## src/rtl/sr_cmd_driver.sv

```systemverilog
// Command stage for a clocked SR flip-flop: turns SET/CLEAR/TOGGLE/HOLD commands into
// timed s/r pulses and checks the flop's q afterwards, flagging any mismatch (sticky).
module sr_cmd_driver #(
  parameter int unsigned PULSE_CYCLES = 2,
  parameter int unsigned GAP_CYCLES   = 1,
  parameter int unsigned CNT_W        = 4
) (
  input  logic       clk,
  input  logic       rst_n,
  input  logic       cmd_valid,
  input  logic [1:0] cmd_op,
  output logic       cmd_ready,
  input  logic       q,
  input  logic       err_clr,
  output logic       s,
  output logic       r,
  output logic       busy,
  output logic       done,
  output logic       mismatch
);

  // A zero pulse length degrades to a single-cycle pulse.
  localparam int unsigned PULSE_LOAD = (PULSE_CYCLES == 0) ? 0 : PULSE_CYCLES - 1;
  localparam int unsigned GAP_LOAD   = (GAP_CYCLES == 0) ? 0 : GAP_CYCLES - 1;

  localparam logic [1:0] OP_HOLD  = 2'b00;
  localparam logic [1:0] OP_SET   = 2'b01;
  localparam logic [1:0] OP_CLEAR = 2'b10;

  typedef enum logic [1:0] {
    IDLE  = 2'd0,
    PULSE = 2'd1,
    GAP   = 2'd2,
    CHECK = 2'd3
  } state_t;

  state_t           state, state_d;
  logic [CNT_W-1:0] cnt, cnt_d;
  logic             expv, expv_d;
  logic             s_d, r_d, busy_d, done_d, mismatch_d;

  assign cmd_ready = (state == IDLE);

  // State, counter and registered outputs.
  always_ff @(posedge clk or negedge rst_n) begin
    if (!rst_n) begin
      state    <= IDLE;
      cnt      <= '0;
      expv     <= 1'b0;
      s        <= 1'b0;
      r        <= 1'b0;
      busy     <= 1'b0;
      done     <= 1'b0;
      mismatch <= 1'b0;
    end else begin
      state    <= state_d;
      cnt      <= cnt_d;
      expv     <= expv_d;
      s        <= s_d;
      r        <= r_d;
      busy     <= busy_d;
      done     <= done_d;
      mismatch <= mismatch_d;
    end
  end

  // Next state and next registered outputs; s/r are derived from one expected bit so
  // they can never both be high.
  always_comb begin
    state_d    = state;
    cnt_d      = cnt;
    expv_d     = expv;
    s_d        = 1'b0;
    r_d        = 1'b0;
    done_d     = 1'b0;
    mismatch_d = err_clr ? 1'b0 : mismatch;

    case (state)
      IDLE: begin
        if (cmd_valid) begin
          if (cmd_op == OP_HOLD) begin
            done_d = 1'b1;
          end else begin
            if (cmd_op == OP_SET)        expv_d = 1'b1;
            else if (cmd_op == OP_CLEAR) expv_d = 1'b0;
            else                         expv_d = ~q;
            state_d = PULSE;
            cnt_d   = CNT_W'(PULSE_LOAD);
            s_d     = expv_d;
            r_d     = ~expv_d;
          end
        end
      end
      PULSE: begin
        if (cnt == '0) begin
          if (GAP_CYCLES > 0) begin
            state_d = GAP;
            cnt_d   = CNT_W'(GAP_LOAD);
          end else begin
            state_d = CHECK;
          end
        end else begin
          cnt_d = cnt - CNT_W'(1);
          s_d   = expv;
          r_d   = ~expv;
        end
      end
      GAP: begin
        if (cnt == '0) state_d = CHECK;
        else           cnt_d   = cnt - CNT_W'(1);
      end
      CHECK: begin
        state_d = IDLE;
        done_d  = 1'b1;
        if (q != expv) mismatch_d = 1'b1;
      end
      default: state_d = IDLE;
    endcase

    busy_d = (state_d != IDLE);
  end

endmodule

```

## config.mk

```make
export PLATFORM = sky130hd
export DESIGN_NAME = sr_cmd_driver
export DESIGN_NICKNAME = d
export VERILOG_FILES = /design/src/rtl/sr_cmd_driver.sv
export SDC_FILE = /design/constraint.sdc
export NUM_CORES = 1
export LEC_CHECK = 0
export CAP_MARGIN = 15
export CORE_AREA = 5 5 47 49
export DETAILED_ROUTE_END_ITERATION = 6
export DIE_AREA = 0 0 52 54
export DONT_BUFFER_PORTS = 1
export PLACE_DENSITY = 0.64
export SKIP_CTS_REPAIR_TIMING = 1
export SYNTH_ARGS = -nofsm -noshare
export SYNTH_HDL_FRONTEND = slang
export SYNTH_SLANG_ARGS = --single-unit
```

## constraint.sdc

```tcl
create_clock -name clk -period 4.95 [get_ports clk]
set_clock_uncertainty 0.05 [all_clocks]
set_input_delay 0.7425 -clock clk [delete_from_list [all_inputs] [get_ports clk]]
set_output_delay 0.7425 -clock clk [all_outputs]
set_load 0.005 [all_outputs]
```

* Word level (Yosys, flattened, before mapping)
Index checks and enable logic that the tools add are counted.
** Operators by class
- Add/sub/neg operators :: 1
- Multiply operators :: 0
- Div/mod/pow operators :: 0
- Order comparisons :: 0
- Equal/unequal tests :: 9
- Shift operators :: 0
- Muxes and demuxes :: 29
- Bitwise gates (word level) :: 4
- Reductions and logical operators :: 7
** Operators by type and width (number)
- 1-bit two-way mux :: 16
- 4-bit two-way mux :: 4
- 4-bit case mux with 3 select lines :: 1
- 2-bit two-way mux :: 4
- 2-bit case mux with 4 select lines :: 1
- 2-bit equality test (second input constant) :: 3
- 2-bit inequality test (second input constant) :: 3
- 1-bit case mux with 2 select lines :: 3
- 2-bit by 1-bit equality test with 1-bit output (second input constant) :: 2
- 2-bit zero test :: 2
- 4-bit zero test :: 1
- 1-bit inverter :: 4
- 4-bit AND reduction :: 1
- 4-bit by 1-bit subtractor with 4-bit output (second input constant) :: 1
- 3-bit AND reduction :: 1
- 3-bit nonzero test :: 1
- 2-bit nonzero test :: 1
- 1-bit inequality test :: 1
** Storage, ports and cells
- Flip-flop bits (word level) :: 12
- Latch bits :: 0
- Memory bits (writable) :: 0
- ROM bits :: 0
- Input bits :: 7
- Word-level logic and storage cells :: 58
- Memories :: 0

* Depth between registers and ports, before layout
- Depth in word-level cells :: 10
- Mapped depth :: 6

* Worst setup path before layout
No wires, ideal clock.
- Kind :: input port to flip-flop
- Start :: in cmd_op[1]
- End :: reg cnt[2]
- Library setup time :: 121 ps
- Data arrival time :: 1539 ps
- Required time :: 4779 ps
- Setup slack :: 3240 ps
- Cell stages on the path :: 4
- Buffers on the path :: 0
- Path through :: o21ai_0 > a221oi_1 > o21ai_0 > a22o_1
** On the way
- Word-level cells in the longest chain between the ends :: 3
** RTL lines
- from (decl) :: RTL line 11 : input logic [1:0] cmd_op,
- 2-bit zero test :: RTL line 81 : if (cmd_op == OP_HOLD) begin
- 2-bit inequality test (no line)
- 4-bit AND reduction (no line)
- to (signal assigned) :: RTL line 57 : cnt <= cnt_d;
- to (decl) :: RTL line 38 : logic [CNT_W-1:0] cnt, cnt_d;
Every way passes these cells.
A chain may end at the register's enable or synchronous reset.

* Worst setup path after layout
- Start :: reg state[0]
- End :: out cmd_ready
** On the way
- Word-level cells in the longest chain between the ends :: 1
** RTL lines
- from (decl) :: RTL line 37 : state_t state, state_d;
- from (signal assigned) :: RTL line 56 : state <= state_d;
- 2-bit zero test :: RTL line 42 : assign cmd_ready = (state == IDLE);
- to (decl) :: RTL line 12 : output logic cmd_ready,
Every way passes these cells.

==> implementation parameters <==
Parameter                              Value

Outcome
  Outcome    finished clean

Synth
  Cells after synthesis    72
  Post-synth top area cell    sky130_fd_sc_hd__dfrtp_1
  Number of distinct standard cells referenced by the synthesized netlist    29
  Number of register bits inferred by synthesis    12
  Share of synthesized area occupied by flip-flops and latches    0.432
  Number of nets in the synthesized netlist    86
  Average size of a mapped cell    9.66 um^2
  Leading post-synthesis cells by cell area    sky130_fd_sc_hd__dfrtp_1 43%, sky130_fd_sc_hd__ha_1 13%, sky130_fd_sc_hd__nand2_1 3.8%
  Synth warnings    0
  Mapped cell area    696 um^2
  Area share of the largest cell type after synthesis    0.432

STA
  Post-layout minimum cycle time    1.95 ns
  Fmax achieved    514 MHz
  Final total negative setup slack    0 ns
  Hold violation total from the final report    0
  Crit share post-route    0.393
  RSZ-0062 raised after global routing    false
  Slew at the pin closest to its max-slew limit    0.461 ns
  Number of slew-limit violations in the final report    0
  Headroom to the max-slew limit    0.693
  Number of failing setup endpoints in the final timing report    0

Pwr
  Worst voltage drop across the vdd grid    372 uV
  Leakage dissipation    0.363 nW
  Total power per unit cell area    624 nW/um^2

Setup path
  CP Launch Type    flip-flop
  Worst r2r dst    cnt[2]
  Kind of capture point of the worst setup path    output port
  Minimum setup slack among reg-to-reg paths    3.11 ns
  Cells along the critical path    inv_1, ha_1
  Required time worst endpoint    4.16 ns
  Slowest-stage cell, CP    sky130_fd_sc_hd__dfrtp_1
  Launching point of the worst reg2reg path    cnt[0]
  Biggest cell delay along the critical path    0.40 ns
  Category of the most critical setup path    reg -> out
  Number of cell instances on the worst register-to-register path    6
  Arrival time worst endpoint    1.15 ns
  Setup crit start    state[0]
  Worst-path fanout max    9

Global routing
  Largest net degree at the start of global routing    13
  Antenna violations before repair    0
  Vias in the first global route    487
  Overall routing resource usage    0.108
  Final global-route overflow total    0
  First-pass GRT wire length    2100 um

CTS
  Clock-pin slew on the worst setup and hold paths    0.07 ns
  Num Clock Sinks    12
  Number of buffers added by the clock tree synthesis step    3
  Clock H-tree levels    1
  TritonCTS clock tree    built
  Library cell used as clock root buffer    sky130_fd_sc_hd__clkbuf_4
  Maximum number of buffers from clock root to sink    2
  Latest clock arrival within the worst-skew pair    0.27 ns

Finish
  Final standard cell utilization of the core    0.420
  Share of final-layout standard cells stronger than drive strength 1    0.0526
  Post-synthesis to final-layout area growth    10.1%
  Number of nets at the end of the flow    91
  Antenna diode count    0

Routing
  Routed length on met1    552 um
  Amount of wire on met2 after detailed routing    575 um
  Top routing layer in use    met4
  Count of unresolved DRC violations after routing    0
  Wire length reported by the detailed router    1230 um
  DRC violation total after the first TritonRoute iteration    9
  Pre-Repair DR Iteration Count    4
  Wire length on met3    76 um
  Detailed-route via count    528
  Remaining antenna violation count    0
  Routed len/inst    11.9 um
  Via density per instance    5.13

Die
  Boundary pin count    13
  Number of standard-cell rows in the floorplan    16
  Die X-Extent    52 um
  Die Span Y    54 um
  Die area    2810 um^2
  Core Box Area    1820 um^2
  Starting density of the core    0.382

Job
  Maximum capacitance violations    0

Placed design
  Final weighted congestion of routability-driven global placement    0.720
  Final HPWL DP    975 um
  Port buffer count    0

Worst hold path
  Path class of the lowest-slack min-delay path    in -> async
==> synthesized netlist by cell type <==
cell type,count
sky130_fd_sc_hd__or3b_1,1
sky130_fd_sc_hd__and2_1,1
sky130_fd_sc_hd__o21bai_1,1
sky130_fd_sc_hd__nor2_1,5
sky130_fd_sc_hd__nor2b_1,1
sky130_fd_sc_hd__a211oi_1,1
sky130_fd_sc_hd__nor3b_1,1
sky130_fd_sc_hd__o21ai_1,1
sky130_fd_sc_hd__dfrtp_1,12
sky130_fd_sc_hd__nor4_1,1
sky130_fd_sc_hd__and2b_1,1
sky130_fd_sc_hd__a221o_1,1
sky130_fd_sc_hd__a21oi_1,4
sky130_fd_sc_hd__a21o_1,1
sky130_fd_sc_hd__nand3_1,2
sky130_fd_sc_hd__o32ai_1,1
sky130_fd_sc_hd__nor3_1,1
sky130_fd_sc_hd__o211a_1,2
sky130_fd_sc_hd__ha_1,7
sky130_fd_sc_hd__a221oi_1,1
sky130_fd_sc_hd__or4b_1,1
sky130_fd_sc_hd__inv_1,6
sky130_fd_sc_hd__o21ai_0,5
sky130_fd_sc_hd__o22ai_1,1
sky130_fd_sc_hd__a22o_1,2
sky130_fd_sc_hd__or3_1,2
sky130_fd_sc_hd__nand2_1,7
sky130_fd_sc_hd__nand3b_1,1
sky130_fd_sc_hd__xor2_1,1
==> worst max path at each step <==
stage                            to  slack, ns  depth (start not counted)
after floorplan              cnt[2]       3.24                          4
after global routing      cmd_ready       2.91                          2
after global placement       cnt[2]       3.13                          6
after CTS                 cmd_ready       2.98                          2
final                     cmd_ready       3.00                          2
after detailed placement     cnt[2]       3.09                          4
==> sequential cells by signal, indices dropped and copies added (netlist names) <==
register and count:
busy 1, cnt 4, done 1, expv 1, mismatch 1, r 1
s 1, state 2
==> logic make-up (layout without fill, tap and decap cells) <==
| kind of cell | after synthesis | after routing | synth area share |
|---|---|---|---|
| adder cells (fa/ha/maj) | 7 | 7 | 0.126 |
| AO/OA/AOI/OAI | 21 | 21 | 0.207 |
| flip-flops | 12 | 12 | 0.432 |
| buffers and inverters | 6 | 10 | 0.0324 |
| XOR/XNOR | 1 | 1 | 0.0126 |
| AND/OR/NAND/NOR | 25 | 25 | 0.191 |
==> per-layer routing <==
layer / track usage / up-vias
li1: - / 269
met1: 0.120 / 249
met2: 0.169 / 8
met3: 0.0665 / 2
met4: 0.0393 / 0
met5: 0 / -
==> cell type report <==
class                   count  area [um^2]
clock buffers               4         36.3
fillers                   186         1060
inverters                   6         22.5
multi-input cells          54          373
flip-flops and latches     12          300
well taps                  27         33.8
==> critical path: cells and delay by family (launching register included) <==
family | cells | cell delay (ns)
buf+inv | 1 | 0.13
fa+ha+maj | 1 | 0.36
flops | 1 | 0.40
==> metrics by stage <==
stage,hold WS (ns),total power [mW],cells,setup slack [ns],area (um^2)
6_report,0.112,0.478,103,3.00,766
5_1_grt,0.0849,0.530,103,2.91,766
4_1_cts,0.100,0.483,103,2.98,766
3_5_place_dp,0.397,0.406,99,3.09,729
3_3_place_gp,0.397,0.403,99,3.13,729
2_1_floorplan,0.397,0.360,72,3.24,696
==> layout by cell type (no fill, tap or decap) <==
cell type                  netlist  routed
sky130_fd_sc_hd__a211oi_1        1       1
sky130_fd_sc_hd__a21o_1          1       1
sky130_fd_sc_hd__a21oi_1         4       4
sky130_fd_sc_hd__a221o_1         1       1
sky130_fd_sc_hd__a221oi_1        1       1
sky130_fd_sc_hd__a22o_1          2       2
sky130_fd_sc_hd__and2_1          1       1
sky130_fd_sc_hd__and2b_1         1       1
sky130_fd_sc_hd__clkbuf_4        0       3
sky130_fd_sc_hd__clkbuf_8        0       1
sky130_fd_sc_hd__dfrtp_1        12      12
sky130_fd_sc_hd__ha_1            7       7
sky130_fd_sc_hd__inv_1           6       6
sky130_fd_sc_hd__nand2_1         7       7
sky130_fd_sc_hd__nand3_1         2       2
sky130_fd_sc_hd__nand3b_1        1       1
sky130_fd_sc_hd__nor2_1          5       5
sky130_fd_sc_hd__nor2b_1         1       1
sky130_fd_sc_hd__nor3_1          1       1
sky130_fd_sc_hd__nor3b_1         1       1
sky130_fd_sc_hd__nor4_1          1       1
sky130_fd_sc_hd__o211a_1         2       2
sky130_fd_sc_hd__o21ai_0         5       5
sky130_fd_sc_hd__o21ai_1         1       1
sky130_fd_sc_hd__o21bai_1        1       1
sky130_fd_sc_hd__o22ai_1         1       1
sky130_fd_sc_hd__o32ai_1         1       1
sky130_fd_sc_hd__or3_1           2       2
sky130_fd_sc_hd__or3b_1          1       1
sky130_fd_sc_hd__or4b_1          1       1
sky130_fd_sc_hd__xor2_1          1       1
==> where the power goes <==
part,leakage (nW),switching [mW],internal [mW]
logic,0.187,0.127,0.104
clock network,0.0210,0.0299,0.0447
registers,0.155,0.0335,0.139
total,0.363,0.191,0.287
Power figures use the tool's default switching activity.
